===== config.mk =====
export PLATFORM = sky130hd
export DESIGN_NAME = tff_count_ctrl
export DESIGN_NICKNAME = d
export VERILOG_FILES = /design/src/rtl/tff_count_ctrl.sv
export SDC_FILE = /design/constraint.sdc
export NUM_CORES = 1
export LEC_CHECK = 0
export CAP_MARGIN = 30
export CORE_MARGIN = 2
export CORE_UTILIZATION = 38
export CTS_BUF_LIST = sky130_fd_sc_hd__clkbuf_16
export DETAILED_ROUTE_END_ITERATION = 16
export PLACE_DENSITY = 0.74
export RECOVER_POWER = 50
export SYNTH_ARGS = -nofsm -noshare
export SYNTH_HDL_FRONTEND = slang
export SYNTH_SLANG_ARGS = --single-unit
export TNS_END_PERCENT = 20

===== constraint.sdc =====
create_clock -name clk -period 1.5 [get_ports clk]
set_input_delay 0.225 -clock clk [delete_from_list [all_inputs] [get_ports clk]]
set_output_delay 0.225 -clock clk [all_outputs]
set_load 0.01 [all_outputs]

===== src/rtl/tff_count_ctrl.sv =====
// Sequencer for an external bank of T flip-flops: clears the bank, then
// drives toggle inputs so it counts up or down to a latched terminal value.
module tff_count_ctrl #(
   parameter int WIDTH = 4
) (
   input  logic             clk,
   input  logic             reset,
   input  logic             start,
   input  logic             stop,
   input  logic [WIDTH-1:0] load_val,
   input  logic             up,
   input  logic [WIDTH-1:0] q,
   output logic [WIDTH-1:0] t,
   output logic             busy,
   output logic             done
);

   typedef enum logic [1:0] {
      ST_IDLE  = 2'd0,
      ST_CLEAR = 2'd1,
      ST_COUNT = 2'd2,
      ST_DONE  = 2'd3
   } state_t;

   state_t           state_q, state_d;
   logic [WIDTH-1:0] term_q,  term_d;
   logic             dir_q,   dir_d;
   logic             busy_q,  busy_d;
   logic             done_q,  done_d;

   // Toggle pattern for one +/-1 step: bit i flips when all lower bits are 1 (up) or 0 (down).
   function automatic logic [WIDTH-1:0] step_toggles(input logic [WIDTH-1:0] cur,
                                                     input logic             dir_up);
      logic [WIDTH-1:0] v;
      logic             carry;
      v     = {WIDTH{1'b0}};
      carry = 1'b1;
      for (int i = 0; i < WIDTH; i++) begin
         v[i]  = carry;
         carry = carry & (dir_up ? cur[i] : ~cur[i]);
      end
      return v;
   endfunction

   // Next-state and toggle-output decode.
   always_comb begin
      state_d = state_q;
      term_d  = term_q;
      dir_d   = dir_q;
      t       = {WIDTH{1'b0}};
      case (state_q)
         ST_IDLE: begin
            if (start) begin
               term_d  = load_val;
               dir_d   = up;
               state_d = ST_CLEAR;
            end else begin
               state_d = ST_IDLE;
            end
         end
         ST_CLEAR: begin
            t = q;
            if (stop) begin
               state_d = ST_IDLE;
            end else begin
               state_d = ST_COUNT;
            end
         end
         ST_COUNT: begin
            if (stop) begin
               state_d = ST_IDLE;
            end else if (q == term_q) begin
               state_d = ST_DONE;
            end else begin
               t = step_toggles(q, dir_q);
            end
         end
         ST_DONE: begin
            state_d = ST_IDLE;
         end
         default: begin
            state_d = ST_IDLE;
         end
      endcase
      // A reset edge must leave the bank frozen, so no cell may toggle on it.
      if (!reset) begin
         t = {WIDTH{1'b0}};
      end else begin
         t = t;
      end
      busy_d = (state_d == ST_CLEAR) || (state_d == ST_COUNT);
      done_d = (state_d == ST_DONE);
   end

   // State, latched run parameters and registered status outputs.
   always_ff @(posedge clk) begin
      if (!reset) begin
         state_q <= ST_IDLE;
         term_q  <= {WIDTH{1'b0}};
         dir_q   <= 1'b1;
         busy_q  <= 1'b0;
         done_q  <= 1'b0;
      end else begin
         state_q <= state_d;
         term_q  <= term_d;
         dir_q   <= dir_d;
         busy_q  <= busy_d;
         done_q  <= done_d;
      end
   end

   assign busy = busy_q;
   assign done = done_q;

endmodule


* Word level (Yosys, flattened, before mapping)
Index checks and enable logic that the tools add are counted. W data, S select, Z words.
Storage, ports and cells: word-level logic and storage cells 32, register bits after elaboration 9
Operators by class: mux-type cells 12, bitwise logic cells 5, reductions and logical operators 3, eq/ne operators 7
Operators by type and width (number):
- $mux W4 | 3
- $eq A2 B2 Y1 const B | 4
- $pmux W2 S4 | 1
- $pmux W4 S2 | 1
- $mux W2 | 3
- $eq A2 B1 Y1 const B | 2
- $eq A4 B4 Y1 | 1
- $mux W1 | 4
- $not A1 Y1 | 3
- $and A1 B1 Y1 | 2
- $logic_not A2 Y1 | 1
- $reduce_and A2 Y1 | 1
- $logic_or A1 B1 Y1 | 1

* Longest topological paths before layout
Gate-level depths: netlist of run 1.
depth in word-level cells 8, gate-level depth with buffers 7, gate-level depth less buffers 7

* Worst setup path after synthesis of run 1
No wires, ideal clock.
kind reg2out, start point register state_q[0], end point output port t[2], required time 1.275 ns, data arrival time 1.204 ns, cell stages (with the launch flop) 5, slack 0.071 ns, buffers on the path 0, cell sequence dfxtp_1 > inv_1 > ha_1 > and4b_1 > a32o_1
Between the ends: cells in the longest elaborated chain, start to end 3, elaborated cells between the ends (all ways) 4
RTL lines:
- from (decl) | line 25 | state_t state_q, state_d;
- from (signal assigned) | line 104 | state_q <= state_d;
- $eq A2 B2 Y1 / $eq A2 B1 Y1 (equally long branches) | line 51 | case (state_q)
- $pmux W4 S2 * | line 51
- $mux W4 * | line 86 | if (!reset) begin
- to (decl) | line 13 | output logic [WIDTH-1:0] t,
Mark *: on every way between the ends. The rest lies on a longest branch, timed or not.

* Final worst setup path of run 1
start point register state_q[1], end point output port t[3]
The elaborated chain is that of the path after synthesis.

==> results.md, run 1 <==
- Share of layout cells above drive strength 1: 30.9%
- Core area: 1330 um^2
- Diodes inserted: 0
- Initial antenna violation count: 0
- Fin Clk Skew: 0.00245 ns
- Setup Buffers After CTS: 0
- Worst Path Max Fanout: 4
- Fin nets: approximately 110
- Post-CTS Hold Buffers: 0
- GRT Residual Overflow: 0
- Total Die Area: 1790 um^2
- Via count: around 580
- Final Hold Fails: 0
- Startpoint Class: register
- Core Rows: 13
- Netlist cell types: 23
- Final setup fails: 5
- Instance count on the critical path: 5
- Antenna-violating nets left: 0
- GP Congestion: 0.832
- Ports: 19
- Average size of a mapped cell: 8.86 um^2
- Pins Over Slew Limit: 0
- Die X: 42.3 um
- Mapped Cells: 63
- Seq/Total Area, Yosys: between 30% and 40%
- Kind of end point of the critical path: output pin
- CP bufs+invs: 2
- Post-DP HPWL: 1.03 mm
- Synth Register Bits: 9
- YS warnings: 0
- VDD IR max: 915 uV
- Logic pwr share: 15.9%
- Fin crit share: 113%
- Worst path top cell family by delay: flip-flops
- CTS buffer count: 3
- Critical Path AT: 1.46 ns
- WL final: ~1.4 mm
- Crit path required time: 1.27 ns
- Clk sink count: 9
- Initial Util: 41.8%
- Worst-case reg-to-reg path depth: 7
- CP max stage delay: ~0.33 ns
- Number of port buffers: 18
- Crit path kind: register to output pin
- 1st-pass router iterations: 4
- Total Routing Usage GR: 16.6%
- Largest net degree at the start of global routing: 7
- Cell Int Power: approximately 680 uW
- PwrDens: 922 nW/um^2
- H-tree depth: 1
- Pwr Total: 855 uW
- Final std cells w/o fill: 109
- Area Growth Syn to Fin: 66.1%
- Max-cap violations: 0
- # DRC: 0
- WL/cell: roughly 13 um
- Dpl cells: around 110
- Post-layout min period: 1.69 ns
- Clock Path Buffers: 2
- Failing checks: negative setup slack
- DR iter-0 viols: 8
- Clk_lat worst skew: 0.23 ns
- Setup TNS: -0.741 ns
- Sw Pwr: between 150 and 200 uW
- Root Driver: clkbuf_16
- Synth Cell Area: 558 um^2
- TritonCTS clock tree: built
- Part of the power in registers: a little under a third
- Vias per cell: 5.34
- CP max stage cell: dfxtp_2
- Worst-Margin Slew: 0.244 ns
- Clock power frac: 53.3%
- Slew headroom: 83.7%
- RSZ-0062 raised after global routing: true
- Final Worst Setup Slack: -0.189 ns
- First-pass GRT wire length: 2.28 mm
- Die height: 42.3 um
- Min-Delay Path Class: register to register
- Clock slew at reported path FFs: 0.04 ns
- Fmax: 0.592 GHz
- Worst Hold Path Cells: 2
- Outcome: complete, but fails checks
- Critical-path cell list: inv_2 > ha_4 > and4b_2 > a32o_1 > buf_2
- Vias in the first global route: between 500 and 600
- Syn_nets: 81
- LEAKAGE: between 0.3 and 0.4 nW
- Sw Ratio: 21.0%
[registers in the layout (all words and copies together), names as in the netlist]
name and flops:
term_q 4, done 1, state_q 2, busy 1, dir_q 1
[path summary, 6_finish.rpt]
| kind | from | end | slack, ns |
|---|---|---|---|
| max reg2reg | state_q[1]$_SDFF_PN0_ | busy$_SDFF_PN0_ | -0.09 |
| min | term_q[1]$_SDFFE_PN0P_ | term_q[1]$_SDFFE_PN0P_ | 0.48 |
| max | state_q[1]$_SDFF_PN0_ | t[3] | -0.19 |
| min reg2reg | term_q[1]$_SDFFE_PN0P_ | term_q[1]$_SDFFE_PN0P_ | 0.48 |
[layout make-up]
| type | instances | area, um^2 |
|---|---|---|
| inverters | 3 | 13.8 |
| multi-input cells | 49 | 395 |
| repair buffers | 29 | 238 |
| clock inverters | 1 | 3.75 |
| fillers | 104 | 407 |
| flip-flops and latches | 9 | 183 |
| well taps | 15 | 18.8 |
| clock buffers | 3 | 75.1 |
[metal layers]
layer	vias to the layer above	share of wire (%)	wire length [um]	GRT usage (%)
li1	291	-	-	-
met1	268	43	585	19.2
met2	19	49	664	28.0
met3	4	5.9	80	2.59
met4	0	2.6	36	10.6
met5	-	0	0	0
[metrics by stage]
stage	worst slack (ns)	area (um^2)	utilization, %	hold WS, ns
global placement	-0.564	825	61.8	0.460
global route	-0.231	927	69.5	0.500
finish	-0.189	927	69.5	0.476
CTS	-0.169	931	69.8	0.480
floorplan	0.0710	558	-	0.297
detailed placement	-0.600	825	61.8	0.463
[synth_stat cells]
library cell	count	area, um^2
xnor2_1	4	35.0
and4b_1	1	10.0
and2_1	2	12.5
buf_6	1	11.3
nor2_1	2	7.51
a211oi_1	2	15.0
and3_1	1	6.26
or2_1	1	6.26
clkbuf_1	1	3.75
dfxtp_1	9	180
nand3_1	7	35.0
o31ai_2	1	12.5
nand2_1	6	22.5
a22oi_1	1	7.51
nand4_1	1	6.26
a21oi_1	7	35.0
a32o_1	3	30.0
o21ai_0	2	10.0
ha_1	5	62.6
nand4_2	1	12.5
inv_1	3	11.3
a22o_1	1	8.76
xnor2_2	1	16.3
[cell usage in the layout, fill, tap and decap left out, drive strengths merged]
master         Yosys  layout
a22o               1       1
dfxtp              9       9
nor2               2       2
dlygate4sd2        0       4
inv                3       4
clkbuf             1       4
and2               2       2
o31ai              1       1
and4b              1       1
ha                 5       5
a21oi              7       7
a32o               3       3
nand2              6       6
buf                1      14
nand4              2       2
o21ai              2       2
clkdlybuf4s50      0       9
a22oi              1       1
dlygate4sd3        0       1
and3               1       1
nand3              7       7
a211oi             2       2
xnor2              5       5
or2                1       1
[worst min-delay path: cells and delay by family (launching register included)]
kind | cells | cell delay (ns)
flops | 1 | 0.31
compound gates | 1 | 0.05
simple gates | 1 | 0.06
[power by group through the flow]
stage               registers, mW  clock network [mW]  logic [mW]
floorplan                   0.266                   0      0.0657
finish                      0.264               0.456       0.136
global route                0.265               0.482       0.149
global placement            0.266                   0       0.130
detailed placement          0.266                   0       0.132
CTS                         0.264               0.466       0.137
[logic make-up (layout without fill, tap and decap cells)]
logic type | count (synthesis) | after routing | synth area share (%)
simple gates | 22 | 22 | 21.3
compound gates | 17 | 17 | 21.3
flops | 9 | 9 | 32.3
fa+ha+maj | 5 | 5 | 11.2
xor+xnor | 5 | 5 | 9.19
buf+inv | 5 | 36 | 4.71
[timing repair]
action,in CTS,in global routing
setup endpoints to repair,6,6
cloned,0,0
pin swaps,10,1
gates resized for setup,34,0
hold endpoints to repair,0,0
Power figures use the tool's default switching activity.
==> run 2: changes to the inputs <==
Settings changed: CTS_CLUSTER_DIAMETER set to 80, SKIP_CTS_REPAIR_TIMING set to 1.
==> run 2 against run 1 <==
The flow still finishes with violations (negative setup slack). Sequential power is essentially flat. Count of clock-buffer cells in the layout did not move. Clock power barely moved. Flip-flop and latch count unchanged. Wire length grew 3.5%. Hold slack better by 0.023 ns. Sequential share of layout area shrank 0.82 points. Via count is 2.1% lower. Critical path type unchanged. Largest cell class unchanged.
==> results.md, run 2 (synthesis results as in run 1) <==
- Outcome: complete, but fails checks
- Failing checks: negative setup slack
- CP bufs+invs: 2 (unchanged)
- Initial antenna violation count: 0 (unchanged)
- Worst path top cell family by delay: flip-flops
- Largest registers: term_q (4), state_q (2)
- CTS buffer count: 3 (unchanged)
- Pins Over Slew Limit: 0 (unchanged)
- Via count: 570 (-2.1%)
- GRT Residual Overflow: 0 (unchanged)
- Fin nets: 114 (+0.88%)
- Share of layout cells above drive strength 1: 34.7% (+3.9 points)
- Largest register FFs: 4 (unchanged)
- Fin crit share: 112% (-0.66 points)
- Die height: 42.3 um (unchanged)
- Total Die Area: 1790 um^2 (unchanged)
- Post-DP HPWL: 1.03 mm (unchanged)
- CP max stage cell: dfxtp_2
- Commonest non-fill, non-tap cells in the layout: 11 x buf_4, 9 x clkdlybuf4s50_1, 7 x a21oi_1, 7 x nand3_1, 7 x dfxtp_1
- VDD IR max: 932 uV (+1.9%)
- Critical-path cell list: inv_4 > ha_4 > and4b_2 > a32o_1 > buf_2
- Final core area utilization: 72.5% (+3.0 points)
- Fmax: 0.596 GHz (+0.59%)
- GRT met1 Usage: 19.0% (-0.26 points)
- Largest net degree at the start of global routing: 7 (unchanged)
- H-tree depth: 1 (unchanged)
- Gr busiest metal: met2
- Setup TNS: -0.771 ns (-0.0291 ns)
- Crit path kind: register to output pin
- # DRC: 0 (unchanged)
- Vias per cell: 5.18 (-3.0%)
- First-pass GRT wire length: 2.21 mm (-2.8%)
- RSZ-0062 raised after global routing: true
- GP Congestion: 0.832 (unchanged)
- CP max stage delay: 0.34 ns (about the same)
- Core area: 1330 um^2 (unchanged)
- Worst-Margin Slew: 0.244 ns (+0.0000381 ns)
- Clk sink count: 9 (unchanged)
- PwrDens: 902 nW/um^2 (-2.2%)
- Initial Util: 41.8% (unchanged)
- Min-Delay Path Class: register to register
- Most common cell after layout, fill and taps aside: buf_4
- Clock slew at reported path FFs: 0.04 ns (about the same)
- Die X: 42.3 um (unchanged)
- Slew headroom: 83.7% (about the same)
- Post-layout min period: 1.68 ns (-0.00987 ns)
- DR iter-0 viols: 17 (+9)
- Clock Path Buffers: 2 (unchanged)
- Worst Path Max Fanout: 4 (unchanged)
- Clk_lat worst skew: 0.23 ns (about the same)
- Total Routing Usage GR: 16.3% (-0.35 points)
- Final setup fails: 5 (unchanged)
- WL final: 1.42 mm (+3.5%)
- TritonCTS clock tree: built
- LEAKAGE: 0.435 nW (+12%)
- Met2 Usage GRT: 27.1% (-0.92 points)
- Final Hold Fails: 0 (unchanged)
- Kind of end point of the critical path: output pin
- Startpoint Class: register
- Antenna-violating nets left: 0 (unchanged)
- Root Driver: clkbuf_16
- Max-cap violations: 0 (unchanged)
- Core Rows: 13 (unchanged)
- Biggest register: term_q
- Met3 Resource Use GR: 2.59% (unchanged)
- 1st-pass router iterations: 4 (unchanged)
- Critical Path AT: 1.45 ns (about the same)
- Post-route cell area: 967 um^2 (+4.3%)
- Number of port buffers: 18 (unchanged)
- Area Growth Syn to Fin: 73.3%
- Ports: 19 (unchanged)
- Final Worst Setup Slack: -0.179 ns (+0.00986 ns)
- WL/cell: 12.9 um (+2.6%)
- Placed instance area: 825 um^2 (unchanged)
- Vias in the first global route: 542 (-3.4%)
- Crit path required time: 1.27 ns (about the same)
- Fin Clk Skew: 0.00256 ns (+0.000109 ns)
- Diodes inserted: 0 (unchanged)
==> run 2: cell types whose count changed in the layout (fill, tap and decap cells not counted), moves of 2 or more <==
| cell | change |
|---|---|
| buf_4 | +2 |
| dlygate4sd2_1 | -4 |
| dlymetal6s2s_1 | +4 |
| xnor2_1 | -3 |
| xnor2_2 | +3 |
==> run 2: worst min-delay path, stage by stage, from the launching register on <==
cell and delay [ns]:
dfxtp_1 0.33, nand2_1 0.07, a21oi_1 0.06
==> run 2: worst paths after layout <==
check                                             from                     end  slack [ns]  depth (start not counted)
worst min register to register  term_q[3]$_SDFFE_PN0P_  term_q[3]$_SDFFE_PN0P_        0.50                          2
worst max register to register   state_q[0]$_SDFF_PN0_         busy$_SDFF_PN0_       -0.10                          8
worst min-delay path            term_q[3]$_SDFFE_PN0P_  term_q[3]$_SDFFE_PN0P_        0.50                          2
worst max-delay path             state_q[0]$_SDFF_PN0_                    t[1]       -0.18                          5
==> run 2: where the power goes <==
group / switching (mW) / internal (mW)
combinational: 0.0665 / 0.0850
sequential: 0.0124 / 0.253
clock: 0.108 / 0.347
total: 0.187 / 0.686
==> run 2: per-layer routing <==
metal | vias up | part of all wire, %
li1 | 295 | -
met1 | 258 | 42
met2 | 13 | 51
met3 | 4 | 4.4
met4 | 0 | 2.4
met5 | - | 0
==> run 2: final cells by class <==
| class | count | area [um^2] |
|---|---|---|
| inverters | 3 | 13.8 |
| well taps | 15 | 18.8 |
| fillers | 98 | 367 |
| repair buffers | 30 | 256 |
| clock inverters | 1 | 3.75 |
| flip-flops and latches | 9 | 183 |
| clock buffers | 3 | 75.1 |
| multi-input cells | 49 | 417 |
==> run 2: metrics by stage <==
stage / std cells / total power, mW / worst slack [ns] / hold slack (ns)
2_1_floorplan: 63 / 0.332 / 0.0710 / 0.297
6_report: 110 / 0.872 / -0.179 / 0.500
3_5_place_dp: 105 / 0.399 / -0.600 / 0.463
5_1_grt: 110 / 0.915 / -0.230 / 0.524
3_3_place_gp: 105 / 0.396 / -0.564 / 0.460
4_1_cts: 109 / 0.863 / -0.667 / 0.480
==> run 3: changes to the inputs <==
Settings changed: CTS_CLUSTER_SIZE set to 16.
==> results of run 3 <==
The final DEF is identical to that of run 2; final timing and power are the same.
